**config.mk**
```make
export PLATFORM = sky130hd
export DESIGN_NAME = svm_dot_accum_flat
export DESIGN_NICKNAME = d
export VERILOG_FILES = /design/src/rtl/svm_pkg.sv /design/src/rtl/svm_dot_accum_if.sv /design/src/rtl/svm_sat_clip.sv /design/src/rtl/svm_dot_accum.sv /design/src/flat_wrapper.sv
export SDC_FILE = /design/constraint.sdc
export NUM_CORES = 1
export LEC_CHECK = 0
export BUFFER_PORTS_ARGS = -buffer_cell sky130_fd_sc_hd__buf_2
export CAP_MARGIN = 25
export CORE_ASPECT_RATIO = 0.5
export CORE_MARGIN = 5
export CORE_UTILIZATION = 45
export CTS_CLUSTER_DIAMETER = 120
export DETAILED_ROUTE_END_ITERATION = 8
export PLACE_DENSITY = 0.69
export RECOVER_POWER = 50
export SLEW_MARGIN = 20
export SYNTH_ARGS = -nofsm -noshare
export SYNTH_HDL_FRONTEND = slang
export SYNTH_SLANG_ARGS = --single-unit
```
**constraint.sdc**
```tcl
create_clock -name clk -period 3.1 [get_ports clk]
set_clock_uncertainty 0.2 [all_clocks]
set_input_delay 0.31 -clock clk [delete_from_list [all_inputs] [get_ports clk]]
set_output_delay 0.31 -clock clk [all_outputs]
set_load 0.05 [all_outputs]
```
**src/rtl/svm_pkg.sv**
```systemverilog
// Shared definitions for the SVM decision datapath: default widths and
// the accumulate/saturate FSM state encoding.
package svm_pkg;

    // Q16.16 product width.
    localparam int DATA_W = 32;
    // 255 full-scale products plus bias stay within a 40-bit signed range.
    localparam int ACC_W  = 40;

    typedef enum logic [1:0] {
        IDLE  = 2'd0,
        ACCUM = 2'd1,
        SAT   = 2'd2
    } state_t;

endpackage

```
**src/rtl/svm_dot_accum_if.sv**
```systemverilog
// Request/stream/result bundle between the upstream multiplier stage
// (master) and the dot-product accumulator (slave).
interface svm_dot_accum_if #(
    parameter int DATA_W = svm_pkg::DATA_W
);
    logic                     start;
    logic signed [DATA_W-1:0] bias;
    logic                     in_valid;
    logic signed [DATA_W-1:0] in_data;
    logic                     busy;
    logic                     out_valid;
    logic signed [DATA_W-1:0] out_data;
    logic                     out_class;
    logic                     out_sat;

    modport master (
        output start, bias, in_valid, in_data,
        input  busy, out_valid, out_data, out_class, out_sat
    );

    modport slave (
        input  start, bias, in_valid, in_data,
        output busy, out_valid, out_data, out_class, out_sat
    );
endinterface

```
**src/rtl/svm_sat_clip.sv**
```systemverilog
// Combinational clip of the wide accumulator to the signed DATA_W range,
// flagging when the value had to be clamped.
module svm_sat_clip
    import svm_pkg::*;
#(
    parameter int DATA_W = svm_pkg::DATA_W,
    parameter int ACC_W  = svm_pkg::ACC_W
) (
    input  logic signed [ACC_W-1:0]  acc,
    output logic signed [DATA_W-1:0] data,
    output logic                     sat
);

    // Returns {sat, clipped value}. The value fits when every bit from the
    // DATA_W sign bit upward is a copy of the same sign.
    function automatic logic [DATA_W:0] clip(input logic signed [ACC_W-1:0] a);
        logic [ACC_W-DATA_W:0] head;
        logic [DATA_W:0]       r;
        head = a[ACC_W-1:DATA_W-1];
        if ((&head) || !(|head)) begin
            r = {1'b0, a[DATA_W-1:0]};
        end else if (a[ACC_W-1]) begin
            r = {1'b1, 1'b1, {(DATA_W-1){1'b0}}};
        end else begin
            r = {1'b1, 1'b0, {(DATA_W-1){1'b1}}};
        end
        return r;
    endfunction

    // Pure combinational clip of the current accumulator.
    always_comb begin
        {sat, data} = clip(acc);
    end

endmodule

```
**src/rtl/svm_dot_accum.sv**
```systemverilog
// SVM decision accumulator: sums VEC_LEN signed products onto a bias in a
// wide accumulator, then saturates to DATA_W and reports the sign decision.
module svm_dot_accum
    import svm_pkg::*;
#(
    parameter int VEC_LEN = 16,
    parameter int DATA_W  = svm_pkg::DATA_W,
    parameter int ACC_W   = svm_pkg::ACC_W
) (
    input  logic           clk,
    input  logic           rst_n,
    svm_dot_accum_if.slave bus
);

    localparam int             CNT_W    = 8;
    localparam logic [CNT_W-1:0] LAST_IDX = CNT_W'(VEC_LEN - 1);

    state_t                   state;
    logic signed [ACC_W-1:0]  acc;
    logic [CNT_W-1:0]         cnt;
    logic signed [ACC_W-1:0]  bias_ext;
    logic signed [ACC_W-1:0]  data_ext;
    logic signed [DATA_W-1:0] clip_data;
    logic                     clip_sat;

    assign bias_ext = {{(ACC_W-DATA_W){bus.bias[DATA_W-1]}}, bus.bias};
    assign data_ext = {{(ACC_W-DATA_W){bus.in_data[DATA_W-1]}}, bus.in_data};

    svm_sat_clip #(
        .DATA_W (DATA_W),
        .ACC_W  (ACC_W)
    ) u_sat_clip (
        .acc  (acc),
        .data (clip_data),
        .sat  (clip_sat)
    );

    // Control FSM plus accumulator and registered result outputs.
    always_ff @(posedge clk or negedge rst_n) begin
        if (!rst_n) begin
            state         <= IDLE;
            acc           <= '0;
            cnt           <= '0;
            bus.busy      <= 1'b0;
            bus.out_valid <= 1'b0;
            bus.out_data  <= '0;
            bus.out_class <= 1'b0;
            bus.out_sat   <= 1'b0;
        end else begin
            bus.out_valid <= 1'b0;
            case (state)
                IDLE: begin
                    // Any in_valid seen here belongs to no transaction.
                    if (bus.start) begin
                        acc      <= bias_ext;
                        cnt      <= '0;
                        bus.busy <= 1'b1;
                        state    <= ACCUM;
                    end else begin
                        bus.busy <= 1'b0;
                    end
                end
                ACCUM: begin
                    // start is ignored until the current result is out.
                    if (bus.in_valid) begin
                        acc <= acc + data_ext;
                        cnt <= cnt + 1'b1;
                        if (cnt == LAST_IDX) begin
                            state <= SAT;
                        end
                    end
                end
                SAT: begin
                    bus.out_data  <= clip_data;
                    bus.out_class <= ~clip_data[DATA_W-1];
                    bus.out_sat   <= clip_sat;
                    bus.out_valid <= 1'b1;
                    state         <= IDLE;
                end
                default: begin
                    state <= IDLE;
                end
            endcase
        end
    end

endmodule

```
**src/flat_wrapper.sv**
```systemverilog
// flat-port wrapper written by rule: the top's interface ports become plain ports
module svm_dot_accum_flat import svm_pkg::*;
#(
    parameter int VEC_LEN = 16,
    parameter int DATA_W  = svm_pkg::DATA_W,
    parameter int ACC_W   = svm_pkg::ACC_W
)
  (clk, rst_n, bus_start, bus_bias, bus_in_valid, bus_in_data, bus_busy, bus_out_valid, bus_out_data, bus_out_class, bus_out_sat);
  svm_dot_accum_if #(.DATA_W(DATA_W)) bus_i ();
  input  logic clk;
  input  logic rst_n;
  input wire logic [$bits(bus_i.start)-1:0] bus_start;
  input wire logic [$bits(bus_i.bias)-1:0] bus_bias;
  input wire logic [$bits(bus_i.in_valid)-1:0] bus_in_valid;
  input wire logic [$bits(bus_i.in_data)-1:0] bus_in_data;
  output wire logic [$bits(bus_i.busy)-1:0] bus_busy;
  output wire logic [$bits(bus_i.out_valid)-1:0] bus_out_valid;
  output wire logic [$bits(bus_i.out_data)-1:0] bus_out_data;
  output wire logic [$bits(bus_i.out_class)-1:0] bus_out_class;
  output wire logic [$bits(bus_i.out_sat)-1:0] bus_out_sat;
  assign bus_i.start = bus_start;
  assign bus_i.bias = bus_bias;
  assign bus_i.in_valid = bus_in_valid;
  assign bus_i.in_data = bus_in_data;
  assign bus_busy = bus_i.busy;
  assign bus_out_valid = bus_i.out_valid;
  assign bus_out_data = bus_i.out_data;
  assign bus_out_class = bus_i.out_class;
  assign bus_out_sat = bus_i.out_sat;
  svm_dot_accum #(.VEC_LEN(VEC_LEN), .DATA_W(DATA_W), .ACC_W(ACC_W)) u_core (.clk(clk), .rst_n(rst_n), .bus(bus_i));
endmodule
```
==> flow_summary.toml, run 1 <==
[logic_synthesis]
synthSimpleGateAreaFrac_pct = 16.1
syn-num-nets = 807
syn_inst = 698
synth_fa_ha_area_share_pct = 8.98
synth_cell_type_count = 53
synth_area_um2 = 5790
synth_top_family_by_area = "compound AO/OA/AOI/OAI gates"
synth_seq_area_share_pct = 37.1
ys_async_sr_fraction_pct = 100
synth_compound_area_share_pct = 28.4
synth_xor_area_share_pct = 5.44
ys_seq_elements = 86
synthMuxAreaShare_pct = 0.540
synth_edf_count = 0
yosysTopAreaCellShare_pct = 37.1
yosysTopAreaCell = "dfrtp_1"
synth_ff_type = "dfrtp_1"
avgSynthCellArea_um2 = 8.30
synth_warnings = 0
synth.area.top_cells = "dfrtp_1, a21oi_1, ha_1, nand2_1, o21ai_0"

[critical_path]
worst_setup_path_end_kind = "flip-flop"
cp_max_fo = 4
cp_top_family = "compound AO/OA/AOI/OAI gates"
rr_endpoint = "u_core.acc[34]"
cpMostUsedCell = "o31ai_2"
slowest_delay_ns = 0.37
path_buf_inv = 1
cp_slowest_cell = "or3_4"
worstSetupStartpointType = "flip-flop"
ff2ff_setup_slack_ns = 0.12
required_ns = 3.14
r2r_start = "u_core.acc[0]"
r2r_cells = 12
arrival_ns = 3.02
crit_type = "reg2reg"
path_cells = "ha_2, inv_1, fa_2, nand2b_4, a211oi_4, o31ai_2, or3_4, a21oi_4, o31ai_2, o31ai_4, mux2i_1, nand2_1"

[timing]
slew_viol_final = 0
fmax_ghz = 0.336
rsz0062_at_grt = "yes"
setup_tns_ns = 0
max_slew.worst_pin.slew_ns = 1.06
hold_viol = 0
setup_ws_ns = 0.120
relSlewSlack_pct = 29.3
period_share_pct = 96.1
finalSetupViolations = 0
period_needed_ns = 2.98

[power]
cellPowerDensity_nw_per_um2 = 1010
p_int_uw = 3820
power_leakage_uw = 0.00317
clockPowerShare_pct = 17.5
combinationalPowerShare_pct = 56.6
power_uw = 6990
p_sw_share_pct = 45.4
switchingPower_uw = 3170
p_seq_share_pct = 25.9
ir_drop_mv = 0.385

[floorplanning]
ios = 104
die_y_um = 90.2
rows = 29
die_area_um2 = 15400
die_w_um = 170
initial_core_util_pct = 45.9
core-area_um2 = 12600

[clock_tree]
clk_path_buf_depth = 2
cts-root-buf = "clkbuf_16"
cts_tree = "yes"
htreeDepth = 3
clkSinkCount = 86
path_clk_slew_ns = 0.07
numCtsBuffers = 9
clock_latency_ns = 0.34

[cells_and_area]
n_antenna_cell = 0
area_growth_pct = 19.0
final_cells = 968
fin_area_um2 = 6890
drive_above_1_share_pct = 15.8
nNetsFinal = 902

[routing]
drt-total-wl_um = 15900
ant_nets = 0
drt-pass1-iter-count = 4
wire_per_inst_um = 16.5
drtIter0Drc = 389
viasPerCell = 5.61
remaining_drc_errors = 0
vias = 5430

[grt]
grt_usage_pct = 20.9
grt_pass1_wl_um = 26400
overflow = 0
antenna_found_initial = 0
grt_max_degree = 45
grt_pass1_vias = 5373

[placed_design]
post-place-ws_ns = -0.0236
dp_cells = 950
portBuffers = 103
place_area_um2 = 6580
gp_congestion = 0.902
dp_hpwl_um = 11700

[worst_hold_path]
hold_class = "in2reg"
min_path_cells = 3
min_from = "bus_start"
min_to = "u_core.bus.busy"

[flow_run]
drv_cap = 0

[run_status]
outcome = "finished, final reports clean"
layout by cell type, fill, tap and decap left out, types with 16 or more instances in the layout:
cell type / count
buf_2: 66
xor2_1: 20
a21oi_1: 107
a21o_1: 22
dfrtp_1: 86
buf_4: 19
nand2_1: 95
ha_1: 39
o21ai_0: 69
clkbuf_1: 36
nor2_1: 48
xnor2_1: 16
worst register-to-register path: cells and delay by family (launching register included):
family	cells	cell delay, ns
buffers and inverters	1	0.05
AOI/OAI and AO/OA	5	0.95
adders and majority gates	2	0.51
muxes	1	0.22
DFF	1	0.35
and+or+nand+nor	3	0.59
routing by layer:
layer  vias up  track usage [%]  wire, µm
met2       120             33.9      7520
met3        16             3.90       671
met5         -                0         0
li1       2708                -         -
met1      2586             29.1      7570
met4         0             4.78       176
power by group through the flow:
stage / registers [µW] / logic (µW) / clock network, µW
floorplan: 1850 / 2910 / 0
global placement: 1800 / 3830 / 0
detailed placement: 1820 / 3880 / 0
CTS: 1800 / 3950 / 1230
global route: 1850 / 4450 / 1280
finish: 1810 / 3960 / 1220
synth_stat cells (13+ instances only):
cell / n
nand4_1: 13
nor2_1: 50
o21ai_0: 70
dfrtp_1: 86
ha_1: 40
xor2_1: 20
xnor2_1: 16
a21oi_1: 107
a21o_1: 22
clkbuf_1: 39
nand2_1: 95
flip-flops by register name, indices dropped and copies added, names as in the netlist:
name	count
u_core.acc	40
u_core.state	2
u_core.cnt	8
u_core.bus.out_class	1
u_core.bus.out_sat	1
u_core.bus.out_valid	1
u_core.bus.out_data	32
u_core.bus.busy	1
through the flow:
stage | utilization, % | hold slack [ns]
final | 54.6 | 0.0204
after global routing | 54.6 | 0.0229
after CTS | 55.0 | 0.0152
after detailed placement | 52.1 | 0.134
after global placement | 51.9 | 0.129
after floorplan | - | -0.186
how the worst max path moves through the flow:
| stage | start | to | slack [ns] | depth (start not counted) |
|---|---|---|---|---|
| 6_report | u_core.acc[0] | u_core.acc[34] | 0.12 | 12 |
| 5_1_grt | u_core.acc[0] | u_core.acc[34] | -0.04 | 12 |
| 4_1_cts | u_core.acc[0] | u_core.acc[34] | 0.02 | 12 |
| 3_5_place_dp | bus_in_data[0] | u_core.acc[34] | -0.02 | 13 |
| 3_3_place_gp | bus_in_data[0] | u_core.acc[34] | 0.03 | 13 |
| 2_1_floorplan | u_core.acc[0] | u_core.acc[34] | 0.16 | 12 |
what timing repair did:
item | 4_1_cts | 5_1_grt
setup buffers | 1 | 0
pin swaps | 4 | 6
hold buffers | 1 | 0
endpoints found under the hold margin | 41 | 0
resized for setup | 3 | 3
gates cloned | 0 | 0
setup endpoints to repair | 1 | 8
cell families (layout without fill, tap and decap cells):
group | Yosys count | after routing
mux | 3 | 3
simple gates | 209 | 209
buf+inv | 52 | 152
compound gates | 271 | 271
flops | 86 | 86
fa+ha+maj | 41 | 41
xor+xnor | 36 | 36
cell type report:
| class | instances | area [µm²] |
|---|---|---|
| inverters | 10 | 37.5 |
| flip-flops and latches | 86 | 2150 |
| repair buffers | 126 | 668 |
| well taps | 170 | 213 |
| multi-input cells | 560 | 3490 |
| clock inverters | 7 | 104 |
| fillers | 1213 | 5730 |
| clock buffers | 9 | 225 |
Note: power is estimated with default switching activity, not from simulation.
==> run 2: changes to the inputs <==
--- a/config.mk
+++ b/config.mk
@@ -6,13 +6,13 @@
 export NUM_CORES = 1
 export LEC_CHECK = 0
 export BUFFER_PORTS_ARGS = -buffer_cell sky130_fd_sc_hd__buf_2
-export CAP_MARGIN = 25
+export CAP_MARGIN = 0
 export CORE_ASPECT_RATIO = 0.5
 export CORE_MARGIN = 5
 export CORE_UTILIZATION = 45
 export CTS_CLUSTER_DIAMETER = 120
 export DETAILED_ROUTE_END_ITERATION = 8
-export PLACE_DENSITY = 0.69
+export PLACE_DENSITY = 0.67
 export RECOVER_POWER = 50
 export SLEW_MARGIN = 20
 export SYNTH_ARGS = -nofsm -noshare
==> constraint.sdc (replaced) <==
create_clock -name clk -period 2.95 [get_ports clk]
set_clock_uncertainty 0.2 [all_clocks]
set_input_delay 0.295 -clock clk [delete_from_list [all_inputs] [get_ports clk]]
set_output_delay 0.295 -clock clk [all_outputs]
set_load 0.05 [all_outputs]
==> run 2 against run 1 <==
  * The run now ends with setup timing left
  * Sequential power increased by 6%
  * Hold slack got worse by 0.018 ns
  * Clock power decreased by 3%
  * Sequential share of layout area decreased by 0.93 points
  * Cell area increased by 3.1%
  * Register-to-register slack got worse by 0.19 ns
  * Cell count increased by 2.1%
  * Non-clock buffer count increased by 20
  * First-iteration DRC count decreased by 15%
  * Total power increased by 9.6%
  * Setup slack got worse by 0.19 ns
  * Core utilization increased by 1.7 points
  * Largest power group unchanged
  * Highest routed layer unchanged
==> flow_summary.toml, run 2 (same netlist as run 1, synthesis figures left out) <==
[critical_path]
crit_type = "reg2reg"
rr_endpoint = "u_core.acc[34]"
worst_setup_path_end_kind = "flip-flop"
cp_max_fo = 4
r2r_start = "u_core.acc[0]"
worstSetupStartpointType = "flip-flop"
ff2ff_setup_slack_ns = -0.07
r2r_cells = 12
required_ns = 2.98
arrival_ns = 3.05

[placed_design]
gp_congestion = 0.901
portBuffers = 103
place_area_um2 = 6650
dp_hpwl_um = 12200

[floorplanning]
die_y_um = 90.2
die_area_um2 = 15400
die_w_um = 170
ios = 104
rows = 29
core-area_um2 = 12600
initial_core_util_pct = 45.9

[clock_tree]
clk_path_buf_depth = 2
htreeDepth = 3
path_clk_slew_ns = 0.07
cts_tree = "yes"
cts-root-buf = "clkbuf_16"
numCtsBuffers = 9
clock_latency_ns = 0.35
clkSinkCount = 86

[run_status]
failed_checks = "setup timing"
outcome = "finished, violations left"

[cells_and_area]
nNetsFinal = 922
n_antenna_cell = 0
reg_top3 = "u_core.acc x40, u_core.bus.out_data x32, u_core.cnt x8"
area_growth_pct = 22.7
layout_commonest_cell = "a21oi_1"
final_cell_mix = "a21oi_1, nand2_1, dfrtp_1"
fin_area_um2 = 7110
finalCoreUtilization_pct = 56.3
regMostFlops = "u_core.acc"
largest_register_ffs = 40
fillers = 1227
drive_above_1_share_pct = 19.4

[worst_hold_path]
min_path_cells = 3
min_to = "u_core.bus.busy"
hold_class = "in2reg"
min_from = "bus_start"

[timing]
max_slew.worst_pin.slew_ns = 1.32
period_needed_ns = 3.02
finalSetupViolations = 4
rsz0062_at_grt = "yes"
relSlewSlack_pct = 12.2
fmax_ghz = 0.331
setup_tns_ns = -0.172
holdWs_ns = 0.00215
setup_ws_ns = -0.0667
slew_viol_final = 0
period_share_pct = 102
hold_viol = 0

[flow_run]
drv_cap = 0

[power]
power_leakage_uw = 0.00328
ir_drop_mv = 0.430
cellPowerDensity_nw_per_um2 = 1080

[grt]
grt_usage_pct = 21.5
met2_usage_pct = 36.0
grtUsageMet1_pct = 29.2
overflow = 0
grt_pass1_vias = 5335
grt_max_degree = 53
antenna_found_initial = 0
grt_pass1_wl_um = 26900
top_usage_layer = "met2"
grt_util_met3_pct = 3.77

[routing]
wire_per_inst_um = 17.0
viasPerCell = 5.57
remaining_drc_errors = 0
drt-total-wl_um = 16800
drt-pass1-iter-count = 5
vias = 5500
ant_nets = 0
drtIter0Drc = 329
==> run 2: cell count changes in the layout (fill, tap and decap cells not counted), moves of 2 or more <==
cell,before,now
nand2b_1,5,3
a21oi_2,0,2
o21ai_1,12,14
o21ai_0,69,67
clkinv_2,0,2
buf_4,19,39
xnor2_1,16,14
a21oi_1,107,105
nand2b_2,0,2
xnor2_2,0,2
==> run 2: worst max-delay path: stages, from the launching register on <==
cell      delay [ns]
dfrtp_1         0.36
ha_2            0.19
inv_2           0.04
fa_2            0.34
nand2b_4        0.16
a211oi_4        0.22
o31ai_2         0.12
or3_4           0.36
a21oi_4         0.24
o31ai_4         0.10
o31ai_4         0.30
mux2i_1         0.22
nand2_1         0.07
==> run 2: worst max-delay path by stage <==
stage                    from              to  slack, ns
6_report        u_core.acc[0]  u_core.acc[34]      -0.07
5_1_grt         u_core.acc[0]  u_core.acc[38]      -0.20
4_1_cts         u_core.acc[0]  u_core.acc[34]      -0.03
3_5_place_dp   bus_in_data[0]  u_core.acc[34]      -0.17
3_3_place_gp   bus_in_data[0]  u_core.acc[34]      -0.11
2_1_floorplan   u_core.acc[0]  u_core.acc[34]      0.008
==> run 2: layer usage <==
metal,vias to the layer above,wire (µm)
met1,2621,7870
met3,17,716
li1,2746,-
met4,0,183
met5,-,0
met2,116,8030
==> run 2: final cells by class <==
class	count	area, µm²	area share (%)
repair buffers	146	810	11.4
well taps	170	213	2.99
flip-flops and latches	86	2150	30.3
multi-input cells	560	3590	50.6
clock inverters	7	73.8	1.04
inverters	10	37.5	0.528
clock buffers	9	225	3.17
==> run 2: power by group <==
part	leakage [µW]	total (µW)	internal [µW]	switching, µW
Sequential	0.00109	1920	1550	369
Combinational	0.00204	4570	1970	2590
Clock	0.000146	1180	660	517
==> run 2: stage by stage <==
step                worst slack (ns)  total power [µW]  std cells
floorplan                    0.00786              5000        698
global placement              -0.112              6020        959
detailed placement            -0.167              6110        959
CTS                          -0.0257              7380        979
global route                  -0.201              8290        988
finish                       -0.0667              7660        988
==> run 2: what timing repair did <==
action	in CTS	in global routing
buffers inserted	3	9
endpoints found under the hold margin	51	0
hold buffers	1	0
setup endpoints to repair	6	17
gates resized for setup	4	20
pin swaps	1	16
==> run 3: changes to the inputs <==
--- a/config.mk
+++ b/config.mk
@@ -12,6 +12,7 @@
 export CORE_UTILIZATION = 45
 export CTS_CLUSTER_DIAMETER = 120
 export DETAILED_ROUTE_END_ITERATION = 8
+export MAX_ROUTING_LAYER = met4
 export PLACE_DENSITY = 0.67
 export RECOVER_POWER = 50
 export SLEW_MARGIN = 20
==> run 3 against run 2 <==
  * The flow still finishes with violations (setup timing)
  * Die area unchanged
  * Core utilization increased by 0.46 points
  * Total power grew 1.3%
  * Fmax shrank 0.41%
  * Global-route usage increased by 0.84 points
  * First-iteration DRC count up 22%
  * Largest power group unchanged
  * Highest routed layer unchanged
==> flow_summary.toml, run 3 (same netlist as run 1, synthesis figures left out) <==
[power]
ir_drop_mv = 0.386
power_leakage_uw = 0.00329
clockPowerShare_pct = 15.7
switchingPower_uw = 3480
power_uw = 7760
p_int_uw = 4280
combinationalPowerShare_pct = 59.3
p_sw_share_pct = 44.9
p_seq_share_pct = 24.9
cellPowerDensity_nw_per_um2 = 1080

[critical_path]
cp_max_fo = 4
worstSetupStartpointType = "flip-flop"
crit_type = "reg2reg"
ff2ff_setup_slack_ns = -0.08
worst_setup_path_end_kind = "flip-flop"
required_ns = 2.99
arrival_ns = 3.07

[timing]
finalSetupViolations = 4
rsz0062_at_grt = "yes"
fmax_ghz = 0.330
setup_ws_ns = -0.0790
period_needed_ns = 3.03
max_slew.worst_pin.slew_ns = 1.27
relSlewSlack_pct = 15.6
slew_viol_final = 0
period_share_pct = 103
hold_viol = 0

[routing]
viasPerCell = 5.56
wire_per_inst_um = 17.1
drt-pass1-iter-count = 5
drt-total-wl_um = 16900
remaining_drc_errors = 0
ant_nets = 0
drtIter0Drc = 401
vias = 5491

[grt]
grt_pass1_wl_um = 27000
grt_max_degree = 60
antenna_found_initial = 0
overflow = 0
grt_pass1_vias = 5338
grt_usage_pct = 22.3

[clock_tree]
clk_path_buf_depth = 2
cts_tree = "yes"
path_clk_slew_ns = 0.06
clkSinkCount = 86
cts-root-buf = "clkbuf_16"
clock_latency_ns = 0.35
numCtsBuffers = 9
htreeDepth = 3

[cells_and_area]
nNetsFinal = 922
n_antenna_cell = 0
final_cell_mix = "a21oi_1, nand2_1, dfrtp_1"
area_growth_pct = 23.7
reg_top3 = "u_core.acc x40, u_core.bus.out_data x32, u_core.cnt x8"
drive_above_1_share_pct = 20.1
finalCoreUtilization_pct = 56.7
fin_area_um2 = 7160
final_cells = 987
fillers = 1215
regMostFlops = "u_core.acc"
layout_commonest_cell = "a21oi_1"
largest_register_ffs = 40

[worst_hold_path]
hold_class = "in2reg"

[floorplanning]
die_area_um2 = 15400
initial_core_util_pct = 45.9
rows = 29
core-area_um2 = 12600
die_y_um = 90.2
ios = 104
die_w_um = 170

[placed_design]
dp_hpwl_um = 12000
dp_cells = 959
place_area_um2 = 6630
gp_congestion = 0.912
portBuffers = 103
post-place-ws_ns = -0.195

[flow_run]
drv_cap = 0

[run_status]
outcome = "finished, violations left"
failed_checks = "setup timing"
[run 3: area by class of cell]
class / instances / area (µm²) / share of cell area (%)
multi-input combinational: 560 / 3640 / 50.8
sequential: 86 / 2150 / 30.0
timing repair buffer: 146 / 813 / 11.4
clock buffer: 11 / 233 / 3.25
tap: 170 / 213 / 2.97
clock inverter: 4 / 72.6 / 1.01
inverter: 10 / 37.5 / 0.524
[run 3: routing by layer]
layer | share of wire, % | global-route usage (%) | up-vias
met3 | 4.3 | 4.51 | 20
met2 | 48 | 36.7 | 108
li1 | - | - | 2737
met4 | 1.7 | 5.18 | 0
met1 | 46 | 28.5 | 2626
met5 | 0 | - | -
[run 3: final timing paths]
kind | from | to | cells past startpoint
worst max register to register | u_core.acc[0] | u_core.acc[34] | 13
worst max-delay path | u_core.acc[0] | u_core.acc[34] | 13
worst min-delay path | bus_bias[30] | u_core.acc[30] | 3
max in group asynchronous | rst_n | u_core.acc[22] | 3
worst min register to register | u_core.bus.out_data[31] | u_core.bus.out_data[31] | 2
min in group asynchronous | rst_n | u_core.bus.out_data[8] | 2
[run 3: power by group through the flow]
stage / combinational [µW] / sequential [µW] / clock [µW]
global route: 5110 / 1980 / 1290
global placement: 4090 / 1920 / 0
finish: 4610 / 1930 / 1220
CTS: 4370 / 1920 / 1240
detailed placement: 4160 / 1940 / 0
floorplan: 3060 / 1950 / 0
[run 3: worst max-delay path, cell delays in order (launching register included)]
cell      delay, ns
dfrtp_1        0.35
ha_2           0.18
inv_2          0.04
fa_2           0.33
nand2b_4       0.16
a211oi_4       0.27
o31ai_4        0.11
or3_4          0.37
a21oi_4        0.22
o31ai_4        0.09
o31ai_4        0.21
buf_6          0.16
mux2i_1        0.18
nand2_1        0.06
[run 3: what timing repair did]
action,CTS,global route
hold buffers,3,0
gates resized for setup,12,24
pin swaps,8,22
setup endpoints to repair,7,18
endpoints found under the hold margin,52,0
setup buffers,5,8
[run 3: stage by stage]
stage,TNS [ns],hold slack (ns)
floorplan,0,-0.201
global placement,-0.525,0.176
detailed placement,-0.786,0.180
CTS,-0.454,0.000345
global route,-1.09,0.00104
finish,-0.192,0.00124
